[src/rtl/startup_gen_pkg.sv]
// -----------------------------------------------------------------------------
// startup_gen_pkg
// Shared types and helpers for the start-up square-wave generator.
//   state_t    : generator FSM states (IDLE, HIGH, LOW, HOLD)
//   clamp_min  : raises a requested value to a lower bound
//   width_for  : bits needed to hold a value (used for width sanity checks)
//   DEF_*      : default MIN_HALF / MAX_PERIODS values
// -----------------------------------------------------------------------------
package startup_gen_pkg;

  typedef enum logic [1:0] {
    IDLE = 2'd0,
    HIGH = 2'd1,
    LOW  = 2'd2,
    HOLD = 2'd3
  } state_t;

  localparam int DEF_MIN_HALF    = 2;
  localparam int DEF_MAX_PERIODS = 64;

  function automatic logic [31:0] clamp_min(input logic [31:0] value,
                                            input logic [31:0] floor_val);
    return (value < floor_val) ? floor_val : value;
  endfunction

  function automatic int width_for(input int value);
    return (value < 2) ? 1 : $clog2(value + 1);
  endfunction

endpackage

[src/rtl/startup_gen_if.sv]
// -----------------------------------------------------------------------------
// startup_gen_if
// Bundle between the burst source (interrupter side) and the generator.
//   en        : burst enable
//   half_per  : requested half-period in clk cycles
//   gen       : square wave towards the output selector
//   busy      : generator not idle
//   per_done  : one-cycle pulse on the last cycle of each period
//   per_cnt   : periods completed in the current burst (saturating)
//   limit_hit : period cap reached, held until en drops
// master = side that drives en/half_per, slave = generator.
// -----------------------------------------------------------------------------
interface startup_gen_if #(
  parameter int HALF_W = 16,
  parameter int PER_W  = 8
) ();
  logic              en;
  logic [HALF_W-1:0] half_per;
  logic              gen;
  logic              busy;
  logic              per_done;
  logic [PER_W-1:0]  per_cnt;
  logic              limit_hit;

  modport master (
    output en, half_per,
    input  gen, busy, per_done, per_cnt, limit_hit
  );

  modport slave (
    input  en, half_per,
    output gen, busy, per_done, per_cnt, limit_hit
  );
endinterface

[src/rtl/startup_gen_halfper_timer.sv]
// -----------------------------------------------------------------------------
// halfper_timer
// Loadable down-counter timing each half-period of the generated wave.
//   clk, rst_n  : clock / async active-low reset
//   i_load      : load i_load_val this edge (has priority over counting)
//   i_load_val  : value loaded (half-period length minus one)
//   o_zero      : counter currently at zero
//   o_count     : current counter value
// The counter parks at zero when not reloaded.
// -----------------------------------------------------------------------------
module halfper_timer #(
  parameter int HALF_W = 16
) (
  input  logic              clk,
  input  logic              rst_n,
  input  logic              i_load,
  input  logic [HALF_W-1:0] i_load_val,
  output logic              o_zero,
  output logic [HALF_W-1:0] o_count
);

  logic [HALF_W-1:0] r_count;

  always_ff @(posedge clk or negedge rst_n) begin
    if (!rst_n) begin
      r_count <= '0;
    end else if (i_load) begin
      r_count <= i_load_val;
    end else if (r_count != '0) begin
      r_count <= r_count - 1'b1;
    end
  end

  assign o_zero  = (r_count == '0);
  assign o_count = r_count;

endmodule

[src/rtl/startup_gen.sv]
// -----------------------------------------------------------------------------
// startup_gen
// Generates whole periods of a square wave for the output selector during
// start-up. Each period is hp cycles high followed by hp cycles low, where
// hp = max(half_per, MIN_HALF) is latched at the start of every period.
// Periods are never truncated except by reset.
//   clk    : system clock
//   rst_n  : asynchronous active-low reset
//   bus    : startup_gen_if slave (en, half_per in; gen, busy, per_done,
//            per_cnt, limit_hit out)
// Default half_per = 500 at CLK_MHZ = 100 gives 100 kHz.
// -----------------------------------------------------------------------------
module startup_gen
  import startup_gen_pkg::*;
#(
  parameter int CLK_MHZ     = 100,
  parameter int HALF_W      = 16,
  parameter int MIN_HALF    = DEF_MIN_HALF,
  parameter int MAX_PERIODS = DEF_MAX_PERIODS,
  parameter int PER_W       = 8
) (
  input  logic         clk,
  input  logic         rst_n,
  startup_gen_if.slave bus
);

  // Elaboration-time parameter sanity
  if (MIN_HALF < 1) begin : g_chk_min_half
    $error("startup_gen: MIN_HALF must be at least 1");
  end
  if (PER_W < width_for(MAX_PERIODS)) begin : g_chk_per_w
    $error("startup_gen: PER_W too narrow for MAX_PERIODS");
  end
  if (CLK_MHZ < 1) begin : g_chk_clk
    $error("startup_gen: CLK_MHZ must be positive");
  end

  localparam logic [PER_W-1:0] MAX_P = PER_W'(MAX_PERIODS);

  state_t            r_state;
  logic              r_gen;
  logic              r_busy;
  logic              r_per_done;
  logic [PER_W-1:0]  r_per_cnt;
  logic              r_limit_hit;
  logic [HALF_W-1:0] r_hp_q;

  logic [HALF_W-1:0] w_hp;
  logic [HALF_W-1:0] w_count;
  logic              w_zero;
  logic              w_load;
  logic [HALF_W-1:0] w_load_val;
  logic [PER_W-1:0]  w_per_inc;
  logic              w_limit_reach;

  assign w_hp = HALF_W'(clamp_min(32'(bus.half_per), 32'(MIN_HALF)));

  // Saturating increment of the completed-period count
  assign w_per_inc     = (r_per_cnt == '1) ? r_per_cnt : r_per_cnt + 1'b1;
  assign w_limit_reach = (MAX_PERIODS != 0) && (w_per_inc == MAX_P);

  // Timer reload on each half-period boundary: a new period reloads from the
  // freshly clamped request, the high->low boundary reuses the latched value.
  always_comb begin
    w_load     = 1'b0;
    w_load_val = w_hp - 1'b1;
    case (r_state)
      IDLE: begin
        if (bus.en && !r_limit_hit) w_load = 1'b1;
      end
      HIGH: begin
        if (w_zero) begin
          w_load     = 1'b1;
          w_load_val = r_hp_q - 1'b1;
        end
      end
      LOW: begin
        if (w_zero && !w_limit_reach && bus.en) w_load = 1'b1;
      end
      default: begin
        w_load = 1'b0;
      end
    endcase
  end

  halfper_timer #(
    .HALF_W (HALF_W)
  ) u_timer (
    .clk        (clk),
    .rst_n      (rst_n),
    .i_load     (w_load),
    .i_load_val (w_load_val),
    .o_zero     (w_zero),
    .o_count    (w_count)
  );

  always_ff @(posedge clk or negedge rst_n) begin
    if (!rst_n) begin
      r_state     <= IDLE;
      r_gen       <= 1'b0;
      r_busy      <= 1'b0;
      r_per_done  <= 1'b0;
      r_per_cnt   <= '0;
      r_limit_hit <= 1'b0;
      r_hp_q      <= '0;
    end else begin
      r_per_done <= 1'b0;
      case (r_state)
        IDLE: begin
          r_gen <= 1'b0;
          if (bus.en && !r_limit_hit) begin
            r_state   <= HIGH;
            r_gen     <= 1'b1;
            r_busy    <= 1'b1;
            r_hp_q    <= w_hp;
            r_per_cnt <= '0;
          end
        end
        HIGH: begin
          if (w_zero) begin
            r_state    <= LOW;
            r_gen      <= 1'b0;
            // A one-cycle low half makes its first cycle the period's last
            r_per_done <= (r_hp_q == HALF_W'(1));
          end
        end
        LOW: begin
          if (w_zero) begin
            r_per_cnt <= w_per_inc;
            if (w_limit_reach) begin
              r_state     <= HOLD;
              r_limit_hit <= 1'b1;
            end else if (bus.en) begin
              r_state <= HIGH;
              r_gen   <= 1'b1;
              r_hp_q  <= w_hp;
            end else begin
              r_state <= IDLE;
              r_busy  <= 1'b0;
            end
          end else if (w_count == HALF_W'(1)) begin
            // Next cycle is the last low cycle of the period
            r_per_done <= 1'b1;
          end
        end
        HOLD: begin
          r_gen <= 1'b0;
          if (!bus.en) begin
            r_state     <= IDLE;
            r_busy      <= 1'b0;
            r_limit_hit <= 1'b0;
          end
        end
        default: begin
          r_state <= IDLE;
          r_gen   <= 1'b0;
          r_busy  <= 1'b0;
        end
      endcase
    end
  end

  assign bus.gen       = r_gen;
  assign bus.busy      = r_busy;
  assign bus.per_done  = r_per_done;
  assign bus.per_cnt   = r_per_cnt;
  assign bus.limit_hit = r_limit_hit;

endmodule

[src/flat_wrapper.sv]
// flat-port wrapper written by rule: the top's interface ports become plain ports
module startup_gen_flat import startup_gen_pkg::*;
#(
  parameter int CLK_MHZ     = 100,
  parameter int HALF_W      = 16,
  parameter int MIN_HALF    = DEF_MIN_HALF,
  parameter int MAX_PERIODS = DEF_MAX_PERIODS,
  parameter int PER_W       = 8
)
  (clk, rst_n, bus_en, bus_half_per, bus_gen, bus_busy, bus_per_done, bus_per_cnt, bus_limit_hit);
  startup_gen_if #(.HALF_W(HALF_W), .PER_W(PER_W)) bus_i ();
  input  logic clk;
  input  logic rst_n;
  input wire logic [$bits(bus_i.en)-1:0] bus_en;
  input wire logic [$bits(bus_i.half_per)-1:0] bus_half_per;
  output wire logic [$bits(bus_i.gen)-1:0] bus_gen;
  output wire logic [$bits(bus_i.busy)-1:0] bus_busy;
  output wire logic [$bits(bus_i.per_done)-1:0] bus_per_done;
  output wire logic [$bits(bus_i.per_cnt)-1:0] bus_per_cnt;
  output wire logic [$bits(bus_i.limit_hit)-1:0] bus_limit_hit;
  assign bus_i.en = bus_en;
  assign bus_i.half_per = bus_half_per;
  assign bus_gen = bus_i.gen;
  assign bus_busy = bus_i.busy;
  assign bus_per_done = bus_i.per_done;
  assign bus_per_cnt = bus_i.per_cnt;
  assign bus_limit_hit = bus_i.limit_hit;
  startup_gen #(.CLK_MHZ(CLK_MHZ), .HALF_W(HALF_W), .MIN_HALF(MIN_HALF), .MAX_PERIODS(MAX_PERIODS), .PER_W(PER_W)) u_core (.clk(clk), .rst_n(rst_n), .bus(bus_i));
endmodule
[config.mk]
export PLATFORM = sky130hd
export DESIGN_NAME = startup_gen_flat
export DESIGN_NICKNAME = d
export VERILOG_FILES = /design/src/rtl/startup_gen_pkg.sv /design/src/rtl/startup_gen_if.sv /design/src/rtl/startup_gen_halfper_timer.sv /design/src/rtl/startup_gen.sv /design/src/flat_wrapper.sv
export SDC_FILE = /design/constraint.sdc
export NUM_CORES = 1
export LEC_CHECK = 0
export ABC_CLOCK_PERIOD_IN_PS = 3050
export BUFFER_PORTS_ARGS = -buffer_cell sky130_fd_sc_hd__clkbuf_2
export CAP_MARGIN = 0
export CORE_UTILIZATION = 60
export CTS_CLUSTER_DIAMETER = 200
export CTS_CLUSTER_SIZE = 40
export DETAILED_ROUTE_END_ITERATION = 16
export PLACE_DENSITY = 0.82
export SYNTH_ARGS = -nofsm -noshare
export SYNTH_HDL_FRONTEND = slang
export SYNTH_SLANG_ARGS = --single-unit
[constraint.sdc]
create_clock -name clk -period 3.05 [get_ports clk]
set_input_delay 0.61 -clock clk [delete_from_list [all_inputs] [get_ports clk]]
set_output_delay 0.61 -clock clk [all_outputs]
set_load 0.05 [all_outputs]
==> key figures <==
Synthesis
  • Synthesized instance count: 375
  • Post-Syn Area: 3420 µm²
  • Seq/Total Area, Yosys: 0.337
  • Syn nets: 405
  • Seq cells post-synth: 46
  • Post-synth EDFFs: 0
  • Synth top area share: 0.337
  • Synth warnings: 0
  • Ys flop type: dfrtp_1
  • Leading area contributor after synthesis: dfrtp_1
  • Ys async rst share: 1.00
  • Post-synth cell types: 62
  • Avg Synthesized Cell Area: 9.12 µm²
  • Synth top area cells: dfrtp_1 (34%), xor2_1 (4.9%), nand2_1 (4.5%)

Clock tree
  • H-tree depth: 2
  • Clock sinks: 46
  • CTS tree: built
  • Cts hold-fix bufs: 0
  • Worst skew pair latency: 300 ps
  • Max Root-Sink Buffers: 2
  • Post_cts resized: 0
  • Postcts setup bufs: 0
  • Reg clk slew, reported paths: 90 ps
  • CTS Buf Count: 5
  • CTS root buffer: clkbuf_8

Detailed routing
  • Highest routed layer: met4
  • Avg WL per Cell: 15.4 µm
  • Metal-1 WL: 3.33 mm
  • Vias per cell: 6.03
  • ANT nets after route: 0
  • Met2 routed WL: 3.72 mm
  • DR WL met3: 316 µm
  • Initial DRC count: 149
  • Drt drc: 0
  • Vias after detailed routing: 2,892
  • Pre-antenna DRT Iters: 6
  • Post-Route WL: 7.41 mm

STA
  • Setup WS post-layout: 347 ps
  • Slew Viols, Final: 0
  • Final setup fails: 0
  • Period minus WS final: 2700 ps
  • Worst-Margin Slew: 753 ps
  • Hold Fails Final Rpt: 0
  • Post-route clock period utilization: 0.886
  • Worst rel slew slack: 0.493
  • RSZ-0062 raised after global routing: false
  • Setup tns final: 0 ps
  • Max Freq: 370 MHz
  • Final Skew: 7.49 ps

Die
  • Chip width: 77.5 µm
  • DIE AREA: 6010 µm²
  • Starting Density: 0.621
  • Row cnt: 27
  • Die height: 77.5 µm
  • Core region area: 5510 µm²
  • # IOs: 31

Setup path
  • Data required, critical path: 3250 ps
  • CP startpoint kind: flip-flop
  • WS Path Type: reg2reg
  • Flop-to-flop setup slack: 350 ps
  • R2r startpoint: u_core.bus.per_cnt[0]$_DFFE_PN0P_
  • CP endpoint kind: flip-flop
  • Worst-path maximum fanout: 11
  • Critical Path AT: 2900 ps
  • Reg2Reg Depth: 8
  • Worst reg2reg endpoint: u_core.u_timer.o_count[11]$_DFFE_PN0P_

Final layout
  • Final nets: 437
  • Synth-to-Final Area Change: 9.62%
  • Fillers: 444
  • Commonest cells after routing, fill and taps aside: dfrtp_1 (46), nand2_1 (41), clkbuf_2 (30)
  • Diode count: 0
  • Fin area: 3750 µm²
  • Fin cells: 480
  • Commonest non-fill, non-tap cell in the layout: dfrtp_1
  • Layout cells sized above 1: 0.176

Power and ir drop
  • Pwr per Cell Area: 762 nW/µm²
  • Total Power: 0.00286 W
  • Leak pwr: 1.61 nW
  • Worst vdd ir: 552 µV

Placement
  • Gpl congestion: 0.910
  • Post-place setup slack: 278 ps
  • Inst Count DP: 472
  • DP Area: 3640 µm²
  • Port bufs: 30
  • Detailed placement HPWL: 5.53 mm

Global routing
  • Grt ovf: 0
  • Initial antenna violation count: 0
  • Largest net degree at the start of global routing: 47
  • GR Util All Layers: 0.260
  • Vias in the first global route: 2,727
  • First-pass GRT wire length: 12.7 mm

Job
  • Max_cap viols: 0

Status
  • Status: finished, final reports clean

Min path
  • Hold WC Path Type: in2async
==> final cells by class <==
type	instances	area, µm²	share of cell area
Inverter	10	37.5	0.0100
Sequential cell	46	1150	0.307
Clock buffer	7	96.3	0.0257
Multi-Input combinational cell	302	2110	0.563
Timing Repair Buffer	42	253	0.0674
Clock inverter	1	8.76	0.00234
Tap cell	72	90.1	0.0240
==> layer usage <==
layer	track usage	vias to the layer above
met5	0	-
met1	0.331	1375
met4	0.0491	0
met2	0.465	87
met3	0.0424	8
li1	-	1422
==> kinds of logic (layout without fill, tap and decap cells) <==
logic type	count (synthesis)	count (layout)	share of synthesized area
AOI/OAI and AO/OA	73	73	0.147
xor gates and xnor gates	35	35	0.0896
adders and majority gates	11	11	0.0402
buffers and inverters	27	60	0.0457
DFF	46	46	0.337
muxes	31	31	0.105
and+or+nand+nor	152	152	0.236
==> critical path: stages, from the launching register on <==
cell,delay (ps)
dfrtp_1,440
ha_1,260
and2_1,240
or4_1,540
o31ai_1,140
nand2_1,130
a41o_1,410
buf_4,230
a31o_2,200
==> through the flow <==
stage | util | hold WS (ps)
2_1_floorplan | - | 314
3_3_place_gp | 0.662 | 487
3_5_place_dp | 0.662 | 497
4_1_cts | 0.681 | 406
5_1_grt | 0.681 | 450
6_report | 0.681 | 383
==> where the power goes <==
part	leakage (nW)	internal (W)	switching, W
clock	0.0544	0.000208	0.000213
sequential	0.567	0.000853	0.000281
combinational	0.990	0.000643	0.000658
total	1.61	0.00170	0.00115
==> state kept, by name, indices dropped and copies added, names as in the netlist <==
register	cells
u_core.r_state	2
u_core.u_timer.o_count	16
u_core.bus.gen	1
u_core.bus.per_done	1
u_core.bus.busy	1
u_core.bus.per_cnt	8
u_core.r_hp_q	16
u_core.bus.limit_hit	1
==> Yosys cell counts (4+ instances only) <==
| cell | count |
|---|---|
| dfrtp_1 | 46 |
| nand2_1 | 41 |
| nor2_1 | 23 |
| nor3_1 | 23 |
| xor2_1 | 19 |
| xnor2_1 | 16 |
| a21oi_1 | 15 |
| mux2i_1 | 15 |
| o21ai_0 | 13 |
| ha_1 | 11 |
| inv_1 | 10 |
| nand3_1 | 10 |
| nor4_1 | 10 |
| mux2_4 | 8 |
| clkbuf_1 | 7 |
| mux2_1 | 7 |
| and3_1 | 6 |
| a31oi_1 | 5 |
| buf_4 | 5 |
| a21o_1 | 4 |
| and2_1 | 4 |
| nand3b_1 | 4 |
| nand4_1 | 4 |
| nand4b_1 | 4 |
| nor2b_1 | 4 |
| o21ai_1 | 4 |
| or3_1 | 4 |
==> how the worst max path moves through the flow <==
stage	to	from	slack (ps)
after floorplan	u_core.u_timer.o_count[14]$_DFFE_PN0P_	bus_half_per[4]	70
after global placement	u_core.u_timer.o_count[14]$_DFFE_PN0P_	bus_half_per[11]	400
after detailed placement	u_core.u_timer.o_count[14]$_DFFE_PN0P_	bus_half_per[11]	280
after CTS	u_core.u_timer.o_count[1]$_DFFE_PN0P_	u_core.u_timer.o_count[10]$_DFFE_PN0P_	340
after global routing	u_core.u_timer.o_count[13]$_DFFE_PN0P_	u_core.bus.per_cnt[0]$_DFFE_PN0P_	130
final	u_core.u_timer.o_count[11]$_DFFE_PN0P_	u_core.bus.per_cnt[0]$_DFFE_PN0P_	350
Note: power is estimated with default switching activity, not from simulation.
